## config.mk

```make
export PLATFORM = sky130hd
export DESIGN_NAME = qpsk_frame_ctrl
export DESIGN_NICKNAME = d
export VERILOG_FILES = /design/src/rtl/qpsk_frame_ctrl.sv
export SDC_FILE = /design/constraint.sdc
export NUM_CORES = 1
export LEC_CHECK = 0
export ABC_AREA = 1
export ABC_CLOCK_PERIOD_IN_PS = 2600
export CAP_MARGIN = 20
export CORE_ASPECT_RATIO = 1.1
export CORE_UTILIZATION = 58
export DETAILED_ROUTE_END_ITERATION = 6
export PLACE_DENSITY = 0.8
export SYNTH_ARGS = -nofsm -noshare
export SYNTH_HDL_FRONTEND = slang
export SYNTH_SLANG_ARGS = --single-unit
```

## constraint.sdc

```tcl
create_clock -name clk -period 2.6 [get_ports clk]
set_input_delay 0.52 -clock clk [delete_from_list [all_inputs] [get_ports clk]]
set_output_delay 0.52 -clock clk [all_outputs]
set_load 0.01 [all_outputs]
```

## src/rtl/qpsk_frame_ctrl.sv

```systemverilog
// Frame sequencer feeding the QPSK modulator serial input: preamble, sync word, length byte, payload.
// Optional feature macro QPSK_CRC_EN appends a CRC-8 (poly 0x07, init 0x00) over the length and payload bytes.
module qpsk_frame_ctrl #(
    parameter int         BIT_CLKS  = 4,
    parameter int         PRE_BITS  = 16,
    parameter logic [7:0] SYNC_WORD = 8'hA5
) (
    input  logic       clk,
    input  logic       reset,
    input  logic       start,
    input  logic [7:0] len,
    input  logic [7:0] s_data,
    input  logic       s_valid,
    output logic       s_ready,
    output logic       bit_out,
    output logic       tx_active,
    output logic       bit_stb,
    output logic       done,
    output logic       underrun
);
    localparam int            PW       = $clog2(BIT_CLKS);
    localparam logic [PW-1:0] PH_LAST  = PW'(BIT_CLKS - 1);
    localparam logic [6:0]    PRE_LAST = 7'(PRE_BITS - 1);

    localparam logic [2:0] S_IDLE = 3'd0;
    localparam logic [2:0] S_PRE  = 3'd1;
    localparam logic [2:0] S_SYNC = 3'd2;
    localparam logic [2:0] S_LEN  = 3'd3;
    localparam logic [2:0] S_PAY  = 3'd4;
`ifdef QPSK_CRC_EN
    localparam logic [2:0] S_CRC  = 3'd5;

    logic [7:0] crc;
    logic [7:0] crc_nxt;
    // CRC advances by the bit currently on the line, so it is ready on the last payload edge
    assign crc_nxt = {crc[6:0], 1'b0} ^ ({8{crc[7] ^ bit_out}} & 8'h07);
`endif

    logic [PW-1:0] ph;
    logic [2:0]    state;
    logic [6:0]    bcnt;
    logic [7:0]    sh;
    logic [7:0]    len_q;
    logic [7:0]    hold;
    logic [7:0]    taken;
    logic [7:0]    pay_cnt;
    logic          full;
    logic          pending;

    assign bit_stb = (ph == PH_LAST);
    assign s_ready = (state == S_SYNC || state == S_LEN || state == S_PAY) && !full && (taken < len_q);

    always_ff @(posedge clk) begin
        if (!reset) begin
            ph        <= '0;
            state     <= S_IDLE;
            bcnt      <= '0;
            sh        <= '0;
            len_q     <= '0;
            hold      <= '0;
            taken     <= '0;
            pay_cnt   <= '0;
            full      <= 1'b0;
            pending   <= 1'b0;
            bit_out   <= 1'b0;
            tx_active <= 1'b0;
            done      <= 1'b0;
            underrun  <= 1'b0;
`ifdef QPSK_CRC_EN
            crc       <= '0;
`endif
        end else begin
            done     <= 1'b0;
            underrun <= 1'b0;
            ph       <= (ph == PH_LAST) ? '0 : ph + 1'b1;

            if (s_valid && s_ready) begin
                hold  <= s_data;
                full  <= 1'b1;
                taken <= taken + 8'd1;
            end

            if (state == S_IDLE && start && !pending) begin
                pending <= 1'b1;
                len_q   <= len;
            end

            if (bit_stb) begin
`ifdef QPSK_CRC_EN
                if (state == S_LEN || state == S_PAY)
                    crc <= crc_nxt;
`endif
                case (state)
                    S_IDLE: begin
                        if (start || pending) begin
                            pending   <= 1'b0;
                            if (!pending)
                                len_q <= len;
                            state     <= S_PRE;
                            bcnt      <= PRE_LAST;
                            bit_out   <= 1'b1;
                            tx_active <= 1'b1;
                            taken     <= '0;
                            pay_cnt   <= '0;
                            full      <= 1'b0;
`ifdef QPSK_CRC_EN
                            crc       <= '0;
`endif
                        end
                    end
                    S_PRE: begin
                        if (bcnt != '0) begin
                            bit_out <= ~bit_out;
                            bcnt    <= bcnt - 7'd1;
                        end else begin
                            state   <= S_SYNC;
                            bit_out <= SYNC_WORD[7];
                            sh      <= {SYNC_WORD[6:0], 1'b0};
                            bcnt    <= 7'd7;
                        end
                    end
                    S_SYNC: begin
                        if (bcnt != '0) begin
                            bit_out <= sh[7];
                            sh      <= {sh[6:0], 1'b0};
                            bcnt    <= bcnt - 7'd1;
                        end else begin
                            state   <= S_LEN;
                            bit_out <= len_q[7];
                            sh      <= {len_q[6:0], 1'b0};
                            bcnt    <= 7'd7;
                        end
                    end
                    // LEN and PAY share the byte-boundary logic; pay_cnt is 0 while in LEN
                    S_LEN, S_PAY: begin
                        if (bcnt != '0) begin
                            bit_out <= sh[7];
                            sh      <= {sh[6:0], 1'b0};
                            bcnt    <= bcnt - 7'd1;
                        end else if (pay_cnt == len_q) begin
`ifdef QPSK_CRC_EN
                            state   <= S_CRC;
                            bit_out <= crc_nxt[7];
                            sh      <= {crc_nxt[6:0], 1'b0};
                            bcnt    <= 7'd7;
`else
                            state     <= S_IDLE;
                            bit_out   <= 1'b0;
                            tx_active <= 1'b0;
                            done      <= 1'b1;
`endif
                        end else if (full) begin
                            state   <= S_PAY;
                            bit_out <= hold[7];
                            sh      <= {hold[6:0], 1'b0};
                            full    <= 1'b0;
                            pay_cnt <= pay_cnt + 8'd1;
                            bcnt    <= 7'd7;
                        end else begin
                            state     <= S_IDLE;
                            bit_out   <= 1'b0;
                            tx_active <= 1'b0;
                            full      <= 1'b0;
                            underrun  <= 1'b1;
                        end
                    end
`ifdef QPSK_CRC_EN
                    S_CRC: begin
                        if (bcnt != '0) begin
                            bit_out <= sh[7];
                            sh      <= {sh[6:0], 1'b0};
                            bcnt    <= bcnt - 7'd1;
                        end else begin
                            state     <= S_IDLE;
                            bit_out   <= 1'b0;
                            tx_active <= 1'b0;
                            done      <= 1'b1;
                        end
                    end
`endif
                    default: begin
                        state     <= S_IDLE;
                        bit_out   <= 1'b0;
                        tx_active <= 1'b0;
                    end
                endcase
            end
        end
    end
endmodule

```

==> results.md, run 1 <==
- Crit-path max cell delay: 350 ps
- Iter 0 DRT Violations: 134
- Post-synth net total: 447
- Via-to-Cell Ratio: 5.55
- Final WL: 6.92 mm
- Power per cell area: 616 nW/um^2
- Post-DP HPWL: 5.18 mm
- Slew HR: 65.6%
- Synthesized area: 3030 sq um
- Hold Crit Class: flop to flop
- R2R cell count: 11
- Filler Cells Inserted: 426
- Worst Skew: 9.80 ps
- Synth area leader: dfxtp_1
- Worst path arrival time: 1960 ps
- CTS tree: yes
- Crit path buffers/inverters: 2
- Netlist cell types: 39
- Status: finished, violations left
- Cells along the critical path: inv_1 -> ha_1 -> a211o_1 -> nor3_2 -> and2_1 -> dlygate4sd2_1
- Critical path's slowest cell: dfxtp_1
- CTS Buffer Depth: 2
- Vias in the first global route: 2676
- MaxCap Viol Count: 0
- Layout cells sized above 1: 11.3%
- Sequential fraction of design power: 43.1%
- Hold path depth: 1
- P&R area growth vs syn: 17.2%
- First-pass detailed-route iteration total: 6
- Layout Nets: 477
- GPL Wtd Cong: 0.844
- Worst-Margin Slew: 513 ps
- Htree depth: 3
- Leak Pwr: 1.48 nW
- Startpoint Class: flop
- Fin crit period: 2480 ps
- Root buffer cell: clkbuf_8
- Avg WL per Cell: 13.6 um
- Clock Power Share: 40.7%
- Final hold vios: 0
- Hold path start: ph[0]
- Max Fclk: 403 MHz
- Failing checks: design-rule violations
- Internal Power: 1.58 mW
- RSZ-0062 raised after global routing: no
- Final period util: 95.4%
- Reg2reg setup slack: 590 ps
- Die height: 77.8 um
- Clock-pin slew on the worst setup and hold paths: 70 ps
- First-pass GRT wire length: 11.8 mm
- Combinational Power Share: 16.2%
- Clock sinks: 57
- Hold Slack: 438 ps
- Syn_area_per_cell: 7.29 sq um
- Synth Instances: 416
- Post-synthesis register bit count: 57
- Crit path max-delay family: flip-flops
- Hold-fix buffers, CTS: 0
- Antenna-violating nets left: 0
- Multi-input gate area: 1630 sq um
- CTS Buf Count: 9
- DR vias: 2825
- Register area share after synthesis: 37.6%
- Total GRT Usage: 27.3%
- DRC viols: 2
- Register area: 1140 sq um
- Area of the core: 5030 sq um
- Synth area leaders: dfxtp_1, nand2_1, a21oi_1, inv_1, o21ai_0
- Initial antenna violation count: 0
- Req. time, crit path: 2080 ps
- Switching fraction of total power: 27.9%
- CP Class: flop to output pin
- GRT overflow: 0
- Setup TNS: 0 ps
- Clk_lat worst skew: 340 ps
- Reg-to-reg startpoint: bcnt[0]
- # diodes: 0
- Max Transition Viols Final: 0
- Top Ports: 26
- Initial Util: 60.3%
- Die area: 5520 sq um
- Num rows: 27
- Worst vdd ir: 0.406 mV
- Critical Path Fanout Max: 3
- Yosys warnings: 0
- Hold endpoint: ph[0]
- Critical path endpoint category: output pin
- Final setup viols: 0
- Reg2reg end: sh[1]
- IO Port Bufs: 25
- Die Wd: 70.9 um
- Switching power: 610 uW
- Top-area cell type share of the netlist area: 37.6%
- Largest net degree at the start of global routing: 26
==> how the worst max path moves through the flow <==
stage | start | to | slack [ps] | depth (start not counted)
3_5_place_dp | flop | s_ready | 170 | 6
4_1_cts | flop | s_ready | 130 | 6
5_1_grt | flop | s_ready | 60 | 6
3_3_place_gp | flop | s_ready | 210 | 6
2_1_floorplan | flop | s_ready | 660 | 6
6_report | flop | s_ready | 120 | 6
==> through the flow <==
stage | worst slack (ps) | cells | utilization [%] | area (sq um) | power (mW)
global placement | 207 | 493 | 66.4 | 3340 | 1.30
global route | 55.3 | 509 | 70.6 | 3550 | 2.28
detailed placement | 167 | 493 | 66.4 | 3340 | 1.31
floorplan | 658 | 416 | - | 3030 | 1.21
CTS | 125 | 509 | 70.6 | 3550 | 2.19
finish | 120 | 509 | 70.6 | 3550 | 2.19
==> power by group through the flow <==
stage,Sequential [mW],Combinational (mW),Clock (mW)
floorplan,0.957,0.254,0
global placement,0.960,0.344,0
detailed placement,0.963,0.351,0
CTS,0.943,0.352,0.895
global route,0.948,0.398,0.931
finish,0.944,0.354,0.892
==> cells by family (layout without fill, tap and decap cells) <==
group | count (synthesis) | in the layout | synth area share, %
AOI/OAI and AO/OA | 93 | 93 | 17.0
adders and majority gates | 11 | 11 | 4.54
xor gates and xnor gates | 18 | 18 | 5.20
and+or+nand+nor | 171 | 171 | 26.9
DFF | 57 | 57 | 37.6
buffers and inverters | 66 | 101 | 8.75
==> layout make-up <==
cell class	instances	share of cell area, %
timing repair buffer	31	8.27
clock inverter	6	2.32
multi-input combinational	293	45.9
sequential	57	32.1
tap	58	2.04
clock buffer	10	3.59
inverter	54	5.77
==> cell usage in the layout (no fill, tap or decap), drive strengths merged <==
master and n:
nand2 78, dfxtp 57, inv 54, nor2 44, a21oi 42, o21ai 37, nand3 27, clkdlybuf4s50 24
nor3 12, ha 11, clkbuf 10, xnor2 9, xor2 9, buf 6, nand4 4, a211oi 4
clkinv 3, o22ai 2, o221ai 2, nor4 2, nand3b 2, o211ai 2, bufinv 2, a211o 1
and2 1, a221oi 1, and3 1, a22oi 1, o21a 1, clkinvlp 1, dlygate4sd2 1
==> worst register-to-register path, stage by stage, from the launching register on <==
cell and delay, ps:
dfxtp_1 340, inv_1 90, ha_1 230, nand3_2 140, nor2_4 310, nand2_4 150
inv_2 110, nand2_4 90, nand2_2 160, inv_4 80, o21ai_0 160, nor2_1 60
==> what timing repair did <==
item,CTS,global route
gates resized for setup,2,0
setup buffers,0,0
endpoints found under the setup margin,1,0
==> layer usage <==
layer	routed length, um	vias up	GRT usage [%]
li1	-	1432	-
met2	3340	70	45.7
met3	275	15	6.49
met1	3130	1308	33.1
met4	175	0	11.8
met5	0	-	0
==> cell usage after synthesis (all sizes together) <==
cell / number
o22ai: 2
o221ai: 2
nand3: 27
a21oi: 42
buf: 5
a211o: 1
xor2: 9
inv: 54
nand4: 4
xnor2: 9
o211ai: 2
nor3: 12
nand2: 78
nor4: 2
a221oi: 1
ha: 11
and3: 1
a211oi: 4
nand3b: 2
and2: 1
nor2: 44
o21a: 1
clkbuf: 7
dfxtp: 57
o21ai: 37
a22oi: 1
No activity file was read; power rests on OpenSTA's default activity.
==> inputs of run 2 (changes only) <==
--- a/config.mk
+++ b/config.mk
@@ -11,7 +11,7 @@
 export CORE_ASPECT_RATIO = 1.1
 export CORE_UTILIZATION = 58
 export DETAILED_ROUTE_END_ITERATION = 6
-export PLACE_DENSITY = 0.8
+export PLACE_DENSITY = 0.85
 export SYNTH_ARGS = -nofsm -noshare
 export SYNTH_HDL_FRONTEND = slang
 export SYNTH_SLANG_ARGS = --single-unit
==> run 2 against run 1 <==
Against the previous run:
- non-clock buffer count shrank 1
- clock power rose by 22%
- largest cell class unchanged
- the run still ends with design-rule violations left
- global-route usage up 1.0 points
- critical path type unchanged
- setup slack worse by 42 ps
- die area is the same
- register-to-register slack worse by 20 ps
- maximum frequency down 1.7%
- hold slack worse by 3.0 ps
- sequential power is essentially flat
- via count grew 3.0%
- total power increased by 9.3%
==> results.md, run 2 (synthesis gave the netlist of run 1 again) <==
- Worst-Margin Slew: 736 ps (+224 ps)
- GPL Wtd Cong: 0.865 (+2.4%)
- IO Port Bufs: 25 (unchanged)
- Antenna-violating nets left: 0 (unchanged)
- Post-DP HPWL: 5.18 mm (-0.13%)
- First-pass detailed-route iteration total: 7 (+1)
- Critical path's slowest cell: dfxtp_1
- Worst path arrival time: 2000 ps (+40 ps)
- Reg2reg setup slack: 570 ps (-20 ps)
- Critical path endpoint category: output pin
- Clock sinks: 57 (unchanged)
- Max Fclk: 397 MHz (-1.7%)
- Worst Skew: 4.88 ps (-4.92 ps)
- Clock-pin slew on the worst setup and hold paths: 70 ps (about the same)
- Final hold vios: 0 (unchanged)
- Leading cell types in the layout, fill and taps excluded: nand2_1, dfxtp_1, inv_1, a21oi_1, nor2_1
- Worst vdd ir: 0.426 mV (+4.9%)
- MaxCap Viol Count: 0 (unchanged)
- Power per cell area: 666 nW/um^2 (+8.1%)
- DRC viols: 4 (+2)
- Slew HR: 50.9% (-15 points)
- WL met3: 379 um (+38%)
- P&R area growth vs syn: 18.5%
- CP Class: flop to output pin
- Non-Filler Instances: 508 (-0.20%)
- Met1 WL: 3.08 mm (-1.8%)
- Largest net degree at the start of global routing: 24 (-7.7%)
- CTS Buffer Depth: 2 (unchanged)
- CTS tree: yes
- DR vias: 2909 (+3.0%)
- Cell count after placement: 492 (-0.20%)
- Critical Path Fanout Max: 3 (unchanged)
- Fin crit period: 2520 ps (+41.8 ps)
- Layout cells sized above 1: 11.1% (-0.20 points)
- CTS Buf Count: 9 (unchanged)
- Final setup viols: 0 (unchanged)
- R2R cell count: 11 (unchanged)
- Crit-path max cell delay: 350 ps (about the same)
- Total GRT Usage: 28.3% (+1.0 points)
- Area of the core: 5030 sq um (unchanged)
- Hold-fix buffers, CTS: 0 (unchanged)
- Clk_lat worst skew: 340 ps (about the same)
- Top Metal Used: met4
- Iter 0 DRT Violations: 258 (+93%)
- Max Transition Viols Final: 0 (unchanged)
- Status: finished, violations left
- RSZ-0062 raised after global routing: no
- Num rows: 27 (unchanged)
- Layout Nets: 476 (-0.21%)
- Final WL: 7.21 mm (+4.2%)
- Failing checks: design-rule violations
- First-pass GRT wire length: 12.0 mm (+1.8%)
- Die area: 5520 sq um (unchanged)
- Cells along the critical path: inv_1 -> ha_1 -> a211o_1 -> nor3_2 -> and2_1 -> dlygate4sd2_1
- Htree depth: 3 (unchanged)
- Hold Slack: 435 ps (-2.97 ps)
- Initial Util: 60.3% (unchanged)
- Leak Pwr: 1.50 nW (+1.3%)
- Startpoint Class: flop
- Metal2 WL: 3.48 mm (+4.4%)
- # diodes: 0 (unchanged)
- Worst setup path end: s_ready
- Hold Crit Class: flop to flop
- Vias in the first global route: 2704 (+1.0%)
- Avg WL per Cell: 14.2 um (+4.4%)
- GRT overflow: 0 (unchanged)
- Final period util: 97.0% (+1.6 points)
- Reg-to-reg startpoint: bcnt[0]
- Top Ports: 26 (unchanged)
- Root buffer cell: clkbuf_8
- Setup TNS: 0 ps (unchanged)
- Via-to-Cell Ratio: 5.73 (+3.2%)
- Reg2reg end: sh[1]
- Commonest non-fill, non-tap cell in the layout: nand2_1
- Die height: 77.8 um (unchanged)
- Req. time, crit path: 2080 ps (about the same)
- Die Wd: 70.9 um (unchanged)
- Initial antenna violation count: 0 (unchanged)
- Hold path start: ph[0]
==> run 2: timing repair <==
action                                 in CTS  in global routing
endpoints found under the hold margin       0                  0
buffers inserted                            0                  0
setup endpoints to repair                   1                  0
resized for setup                           2                  0
==> run 2: worst min path at each step <==
stage,end,slack (ps),depth (start not counted)
5_1_grt,ph[0],460,1
6_report,ph[0],440,1
2_1_floorplan,ph[0],400,1
4_1_cts,ph[0],440,1
3_3_place_gp,ph[0],410,1
3_5_place_dp,ph[0],430,1
==> run 2: per-stage QoR <==
step	utilization (%)	total power, mW	setup WS (ps)	area (sq um)
global route	71.4	2.48	8.52	3590
floorplan	-	1.21	658	3030
detailed placement	66.2	1.31	140	3330
finish	71.4	2.39	78.1	3590
global placement	66.2	1.30	215	3330
CTS	71.4	2.39	92.2	3590
==> run 2: worst max-delay path, delay by kind of cell, from the launching register on <==
| family | cells | cell delay (ps) |
|---|---|---|
| compound gates | 1 | 300 |
| fa+ha+maj | 1 | 320 |
| buf+inv | 2 | 340 |
| flops | 1 | 350 |
| simple gates | 2 | 350 |
==> run 2: area by class of cell <==
| class | count | area, sq um |
|---|---|---|
| Sequential cell | 57 | 1140 |
| Multi-Input combinational cell | 293 | 1630 |
| Inverter | 54 | 205 |
| Clock buffer | 10 | 128 |
| Timing Repair Buffer | 30 | 287 |
| Clock inverter | 6 | 130 |
| Fill cell | 402 | 1440 |
| Tap cell | 58 | 72.6 |
==> run 2: where the power goes <==
| part | total, mW | internal, mW | switching (mW) |
|---|---|---|---|
| Sequential | 0.944 | 0.915 | 0.0292 |
| Clock | 1.09 | 0.730 | 0.358 |
| Combinational | 0.361 | 0.131 | 0.231 |
==> run 2: per-layer routing <==
layer  track usage, %  up-vias
met2             48.6      117
met4             17.4        0
met1             32.8     1333
li1                 -     1436
met3             4.42       23
met5                0        -
